===== src/rtl/gnt_slot_bank.sv =====
// Requester-side slot bank for a one-hot tree priority selector: holds tagged
// pending entries, drives req/sel_en, and registers each granted tag onto a valid/ready port.
module gnt_slot_bank #(
  parameter int N     = 16,
  parameter int TAG_W = 6,
  parameter int IDX_W = $clog2(N)
) (
  input  logic             clock_i,
  input  logic             reset_i,
  input  logic             alloc_valid_i,
  input  logic [TAG_W-1:0] alloc_tag_i,
  output logic             alloc_ready_o,
  output logic [N-1:0]     req_o,
  output logic             sel_en_o,
  input  logic [N-1:0]     gnt_i,
  output logic             out_valid_o,
  output logic [TAG_W-1:0] out_tag_o,
  output logic [IDX_W-1:0] out_idx_o,
  input  logic             out_ready_i,
  output logic [IDX_W:0]   free_cnt_o,
  output logic             gnt_err_o
);

  logic [N-1:0]     valid_q, valid_d;
  logic [TAG_W-1:0] tag_q [N];
  logic             out_valid_q, out_valid_d;
  logic [TAG_W-1:0] out_tag_q, out_tag_d;
  logic [IDX_W-1:0] out_idx_q, out_idx_d;
  logic             gnt_err_q, gnt_err_d;

  logic [IDX_W-1:0] alloc_idx;
  logic [IDX_W:0]   used_cnt;
  logic [IDX_W-1:0] gnt_idx;
  logic [TAG_W-1:0] gnt_tag;
  logic             gnt_multi, gnt_hit_empty, gnt_bad;
  logic             accept, alloc_fire;

  assign req_o         = valid_q;
  assign alloc_ready_o = ~&valid_q;
  assign sel_en_o      = ~out_valid_q | out_ready_i;
  assign out_valid_o   = out_valid_q;
  assign out_tag_o     = out_tag_q;
  assign out_idx_o     = out_idx_q;
  assign gnt_err_o     = gnt_err_q;
  assign free_cnt_o    = (IDX_W+1)'(N) - used_cnt;

  // Lowest free slot, occupancy count, and one-hot grant decode (valid only when gnt is one-hot).
  always_comb begin
    alloc_idx = '0;
    used_cnt  = '0;
    gnt_idx   = '0;
    gnt_tag   = '0;
    for (int i = N - 1; i >= 0; i--) begin
      if (!valid_q[i]) alloc_idx = IDX_W'(i);
    end
    for (int i = 0; i < N; i++) begin
      used_cnt = used_cnt + (IDX_W+1)'(valid_q[i]);
      if (gnt_i[i]) begin
        gnt_idx = gnt_idx | IDX_W'(i);
        gnt_tag = gnt_tag | tag_q[i];
      end
    end
  end

  assign gnt_multi     = |(gnt_i & (gnt_i - N'(1)));
  assign gnt_hit_empty = |(gnt_i & ~valid_q);
  assign gnt_bad       = (|gnt_i) & (gnt_multi | gnt_hit_empty | ~sel_en_o);
  assign accept        = (|gnt_i) & ~gnt_bad;
  assign alloc_fire    = alloc_valid_i & alloc_ready_o;

  // The allocated slot is free pre-edge and the granted slot is valid, so they never collide.
  always_comb begin
    valid_d     = valid_q;
    out_valid_d = out_valid_q;
    out_tag_d   = out_tag_q;
    out_idx_d   = out_idx_q;
    gnt_err_d   = gnt_err_q | gnt_bad;
    if (alloc_fire) valid_d[alloc_idx] = 1'b1;
    if (accept) begin
      valid_d     = valid_d & ~gnt_i;
      out_valid_d = 1'b1;
      out_tag_d   = gnt_tag;
      out_idx_d   = gnt_idx;
    end else if (out_ready_i) begin
      out_valid_d = 1'b0;
    end
  end

  always_ff @(posedge clock_i or posedge reset_i) begin
    if (reset_i) begin
      valid_q     <= '0;
      out_valid_q <= 1'b0;
      out_tag_q   <= '0;
      out_idx_q   <= '0;
      gnt_err_q   <= 1'b0;
    end else begin
      valid_q     <= valid_d;
      out_valid_q <= out_valid_d;
      out_tag_q   <= out_tag_d;
      out_idx_q   <= out_idx_d;
      gnt_err_q   <= gnt_err_d;
    end
  end

  // Slot tags are only meaningful under their valid bit, so they carry no reset.
  always_ff @(posedge clock_i) begin
    if (alloc_fire) tag_q[alloc_idx] <= alloc_tag_i;
  end

endmodule

===== config.mk =====
export PLATFORM = sky130hd
export DESIGN_NAME = gnt_slot_bank
export DESIGN_NICKNAME = d
export VERILOG_FILES = /design/src/rtl/gnt_slot_bank.sv
export SDC_FILE = /design/constraint.sdc
export NUM_CORES = 1
export LEC_CHECK = 0
export CORE_MARGIN = 3
export CORE_UTILIZATION = 40
export DETAILED_ROUTE_END_ITERATION = 10
export HOLD_SLACK_MARGIN = 0.1
export PLACE_DENSITY_LB_ADDON = 0.3
export SLEW_MARGIN = 20
export SYNTH_ARGS = -nofsm -noshare
export SYNTH_HDL_FRONTEND = slang
export SYNTH_SLANG_ARGS = --single-unit

===== constraint.sdc =====
create_clock -name clock_i -period 5.9 [get_ports clock_i]
set_clock_uncertainty 0.05 [all_clocks]
set_input_delay 1.18 -clock clock_i [delete_from_list [all_inputs] [get_ports clock_i]]
set_output_delay 1.18 -clock clock_i [all_outputs]
set_load 0.02 [all_outputs]

# [After elaboration in Yosys (flattened, before gate mapping)]
# Memory sizes are Yosys's and may differ from the RTL's.
# Cells that the tools add are included.
[op_classes] addsub=17 magnitude_cmp=2 n_mux=55 n_bitwise=31 n_reduce_logical=7
[ops] cell="4-bit 2-to-1 mux" count=24
[ops] cell="6-bit 2-to-1 mux" count=16
[ops] cell="6-bit OR" count=15
[ops] cell="5-bit by 1-bit adder with 5-bit output" count=11
[ops] cell="16-bit bitwise AND" count=3
[ops] cell="16-bit OR reduction" count=3
[ops] cell="16-bit 2-to-1 mux" count=2
[ops] cell="16-bit NOT" count=2
[ops] cell="16-bit OR" count=1
[ops] cell="16-bit AND reduction" count=1
[ops] cell="16-bit by 1-bit subtractor with 16-bit output (second input constant)" count=1
[ops] cell="3-bit 2-to-1 mux" count=4
[ops] cell="1-bit 2-to-1 mux" count=6
[ops] cell="4-bit by 1-bit adder with 5-bit output" count=1
[ops] cell="4-bit by 5-bit less-than comparator with 1-bit output (second input constant)" count=1
[ops] cell="5-bit subtractor (first input constant)" count=1
[ops] cell="3-bit by 1-bit adder with 4-bit output" count=1
[ops] cell="1-bit demux with 4-bit select" count=1
[ops] cell="4-bit by 1-bit >= comparator with 1-bit output (second input constant)" count=1
[ops] cell="2-bit 2-to-1 mux" count=2
[ops] cell="1-bit OR" count=4
[ops] cell="2-bit by 1-bit adder with 3-bit output" count=1
[ops] cell="1-bit bitwise AND" count=3
[ops] cell="1-bit NOT" count=3
[ops] cell="4 further kinds" count=4
[totals] register_bits=28 ramBits=96 word_cells=118 n_memories=1
[mem_list] memory="tag_q" words=16 width=6 rd=16 rd_ports_with_merged_regs=0 write_ports=1 line="25" text="logic [TAG_W-1:0] tag_q [N];"

# [Longest topological paths before layout]
# Gate-level depths: netlist of run 1.
# An unclocked memory read counts as a cell.
[depth] depth_word=32 mapped_depth=15 mapped_depth_nobuf=15

# [Least setup slack after synthesis of run 1]
# No wires, ideal clock.
[synth_timing] kind="reg2out" from="register valid_q[4], in the netlist req_o[4]" to="output free_cnt_o[4]" arrival_time_ps=4243 required_time_ps=4670 path_slack_ps=427 stages_incl_launch_ff=12 n_path_buf=0 cell_sequence="dfrtp_1 -> inv_1 -> fa_1 -> ha_1 -> fa_1 -> fa_1 -> fa_1 -> fa_1 -> ha_1 -> inv_1 -> fa_1 -> xnor2_1"
[synth_between] elab_chain_len=13
[synth_lines] element="start, declared" line="24" text="logic [N-1:0] valid_q, valid_d;"
[synth_lines] element="start signal, assigned" line="97" text="valid_q <= valid_d;"
[synth_lines] element="4-bit by 1-bit adder with 5-bit output" line="57" text="used_cnt = used_cnt + (IDX_W+1)'(valid_q[i]);"
[synth_lines] element="5-bit by 1-bit adder with 5-bit output (11 in a row)" line="57"
[synth_lines] element="5-bit subtractor" line="45" text="assign free_cnt_o = (IDX_W+1)'(N) - used_cnt;"
[synth_lines] element="end, declared" line="20" text="output logic [IDX_W:0] free_cnt_o,"
# No other way between the ends.

# [Final worst setup path of run 1]
[layout_timing] from="register valid_q[2], in the netlist req_o[2]" to="output free_cnt_o[2]"
[layout_between] elab_chain_len=15
[layout_lines] element="2-bit by 1-bit adder with 3-bit output" line="57"
[layout_lines] element="3-bit by 1-bit adder with 4-bit output" line="57"
[layout_lines] element="4-bit by 1-bit adder with 5-bit output" line="57"
[layout_lines] element="5-bit by 1-bit adder with 5-bit output (11 in a row)" line="57"
[layout_lines] element="5-bit subtractor" line="45"
# No other way between the ends.

==> results of run 1 <==
## sequential cells by signal, indices dropped and copies added (netlist names)
name         flops
out_tag_o        6
gnt_err_o        1
req_o           16
tag_q           96
out_valid_o      1
out_idx_o        4
## power by group through the flow
stage,Sequential (W),Combinational [W],Clock (W)
4_1_cts,0.00119,0.00227,0.00102
3_3_place_gp,0.00119,0.00227,0
2_1_floorplan,0.00126,0.00131,0
5_1_grt,0.00120,0.00241,0.00106
3_5_place_dp,0.00120,0.00231,0
6_report,0.00119,0.00221,0.00101
## layer usage
metal | up-vias | global-route usage
met4 | 0 | 0.08769
li1 | 1789 | -
met1 | 2080 | 0.2881
met2 | 308 | 0.3244
met5 | - | 0
met3 | 48 | 0.06518
## through the flow
step | setup WS, ns | std cells
floorplan | 0.4267 | 407
global placement | 0.2455 | 653
detailed placement | 0.1555 | 653
CTS | 0.01336 | 683
global route | 0.02520 | 683
finish | 0.1868 | 683
## path summary, 6_finish.rpt
kind | end | startpoint | depth (start not counted) | slack [ns]
worst max-delay path | free_cnt_o[2] | req_o[2]$_DFF_PP0_ | 11 | 0.19
worst min-delay path | out_tag_o[1]$_DFFE_PP0P_ | out_tag_o[1]$_DFFE_PP0P_ | 1 | 0.45
worst max register to register | out_tag_o[5]$_DFFE_PP0P_ | req_o[3]$_DFF_PP0_ | 8 | 2.61
worst min register to register | out_tag_o[1]$_DFFE_PP0P_ | out_tag_o[1]$_DFFE_PP0P_ | 1 | 0.45
max in group asynchronous | out_idx_o[1]$_DFFE_PP0P_ | reset_i | 2 | 4.23
min in group asynchronous | req_o[10]$_DFF_PP0_ | reset_i | 2 | 1.14
## layout make-up
class,count,area [µm²]
clock buffer,21,440.4
multi-input combinational,232,1853
inverter,31,116.4
sequential,124,3583
fill,1117,6354
timing repair buffer,90,815.8
clock inverter,9,122.6
tap,176,220.2
## cell usage in the layout, fill, tap and decap left out, types with 5 or more instances in the layout
cell type / n
a2bb2oi_1: 7
nand4_1: 10
edfxtp_1: 96
nor2_1: 18
clkdlybuf4s50_1: 58
clkbuf_16: 17
mux2_2: 8
a221oi_1: 25
buf_4: 30
a22o_1: 25
inv_1: 28
ha_1: 13
a21oi_1: 18
nand2_1: 17
nor3_1: 14
nand2b_1: 5
dfrtp_1: 28
fa_1: 11
nor4_1: 9
## worst max-delay path: cells and delay by family (launching register included)
family | cells | cell delay (ns)
fa+ha+maj | 7 | 2.79
buf+inv | 4 | 0.86
flops | 1 | 0.41
## timing repair
action / 4_1_cts / 5_1_grt
hold endpoints to repair: 0 / 0
resized for setup: 4 / 6
gates cloned: 0 / 0
setup endpoints to repair: 2 / 3
pin swaps: 0 / 0
## kinds of logic (layout without fill, tap and decap cells)
| logic type | count (synthesis) | after routing | share of synthesized area |
|---|---|---|---|
| AOI/OAI and AO/OA | 104 | 104 | 0.1455 |
| xor gates and xnor gates | 1 | 1 | 0.001560 |
| and+or+nand+nor | 93 | 93 | 0.08959 |
| buffers and inverters | 51 | 151 | 0.03544 |
| muxes | 10 | 10 | 0.02140 |
| DFF | 124 | 124 | 0.6383 |
| adders and majority gates | 24 | 24 | 0.06820 |
==> results.md, run 1 <==
* Detailed Routing Iterations Pass 1 at 5
* Seq cells post-synth at 124
* Die Footprint at around 15000 µm²
* Final-layout worst hold slack at around 0.45 ns
* Via count at 4225
* CP max-delay cell: clkdlybuf4s50_1
* Pin count of the biggest net entering global routing at 29
* Vias in the first global route at 4132
* Clock network fraction of total power at 0.229
* Internal power at 0.002670 W
* Switching Share at 0.3937
* Worst slew margin at 0.3115
* Biggest area contributors in the synthesized netlist: edfxtp_1, dfrtp_1, fa_1
* Most used flip-flop cell after synthesis: edfxtp_1
* Detailed route wirelength on metal3 at 1.713 mm
* Drt via density at 6.186
* Met2 WL post-DR at around 7.6 mm
* Ratio of cells with drive above 1 in the final layout at 0.1578
* Root buffer selected by CTS: clkbuf_16
* EDFF count, synth at 96
* Count of synthesis-stage warnings from yosys at 0
* Uppermost layer routed: met4
* Die height at 124.5 µm
* Combined global-route utilization of all metal layers at 0.2141
* Standard cell core area at 13510 µm²
* Startpoint types: register
* Cell repeated most along the worst path: fa_1
* Fin. max-slew vios at 0
* Post-synthesis area per instance at around 14 µm²
* Required time of the critical path at 4.67 ns
* Crit path max fanout at 3
* Clock insertion delay at the later pin of the skew report at 0.42 ns
* Portion of total power attributed to sequential cells at 0.270
* Proportion of register bits with asynchronous set or reset after synthesis at 0.2258
* Post-layout instance area at 7152 µm²
* Worst-case clock buffer depth at 2
* Total overflow reported by the global router at 0
* # IOs at 61
* Wire length of the first global-routing pass at 24.65 mm
* Count of routing violations after the opening detailed-route iteration at 435
* Clock buffer count from CTS at 17
* Final weighted congestion in routability-driven placement at 0.9449
* Final design utilization at 0.5296
* Outcome: complete, no violations
* Initial core utilization at 0.4157
* Leading cell type by number of instances after synthesis: edfxtp_1
* Crit path capture type: output port
* Post-synth top area share at 0.5135
* Critical Path, Cell by Cell: inv_2, fa_1, ha_1, fa_1, fa_1, inv_1, fa_1, inv_1, fa_1, ha_1, clkdlybuf4s50_1
* Post-route ant nets at 0
* Library cell occupying the most area in the post-synthesis netlist: edfxtp_1
* Data arrival time of the worst path at between 4 and 5 ns
* Row count at 42
* Number of endpoints with negative hold slack in the final report at 0
* Peak supply drop at around 680 µV
* Switch Pwr at 0.001734 W
* Measured slew at the worst slew-check pin at roughly 1 ns
* Synth-to-layout area growth at 27.39%
* Worst Setup Path Type: register to output port
* Wire per inst at 24.30 µm
* DPL Wire Length at 10.57 mm
* Initial antenna violation count at 0
* Clock sinks at between 100 and 150
* Count of unresolved DRC violations after routing at 0
* Post-synth top cells: edfxtp_1, inv_1, dfrtp_1
* Post-CTS Setup Repair Bufs at 0
* Final total power at roughly 0.0044 W
* Wire length on met1 at between 6 and 7 mm
* Static leakage at 2.685 nW
* Post-synth cell types at roughly 50
* Final period util at 0.9683
* Max-cap violations at 0
* Net Count, Synth at 457
* Peak Freq at 0.1750 GHz
* Fraction of power consumed by combinational cells at 0.502
* Cell Area, Placed at 6599 µm²
* Mapped Area at 5614 µm²
* TritonCTS clock tree: yes
* Horiz. Die Dim at 124.5 µm
* Total power divided by cell area at 615.9 nW/µm²
* Setup tns final at 0 ns
* Number of cells produced by synthesis at around 410
* Min cycle time layout at 5.713 ns
* Unrepaired setup endpoints after global routing: no
* Share of the yosys chip area belonging to registers at 0.6383
* Number of antenna diodes at 0
* Final setup violation count at 0
* HP Class: register to register
* Quantity of I/O buffers inserted on ports at 60
* H-Tree Level Count at 4
* CTS Hold Bufs at 0
* Total Routed Length at approximately 17 mm
* Clock Pin Slew Worst Setup and Hold Paths at 0.05 ns
* Largest stage delay on the critical path at 0.60 ns
* Final Net Count at 546
Power figures use the tool's default switching activity.
==> run 2: changes to the inputs <==
--- a/config.mk
+++ b/config.mk
@@ -7,6 +7,7 @@
 export LEC_CHECK = 0
 export CORE_MARGIN = 3
 export CORE_UTILIZATION = 40
+export CTS_CLUSTER_DIAMETER = 40
 export DETAILED_ROUTE_END_ITERATION = 10
 export HOLD_SLACK_MARGIN = 0.1
 export PLACE_DENSITY_LB_ADDON = 0.3
==> results of run 2 <==
The final DEF is identical to that of run 1; final timing and power are the same.
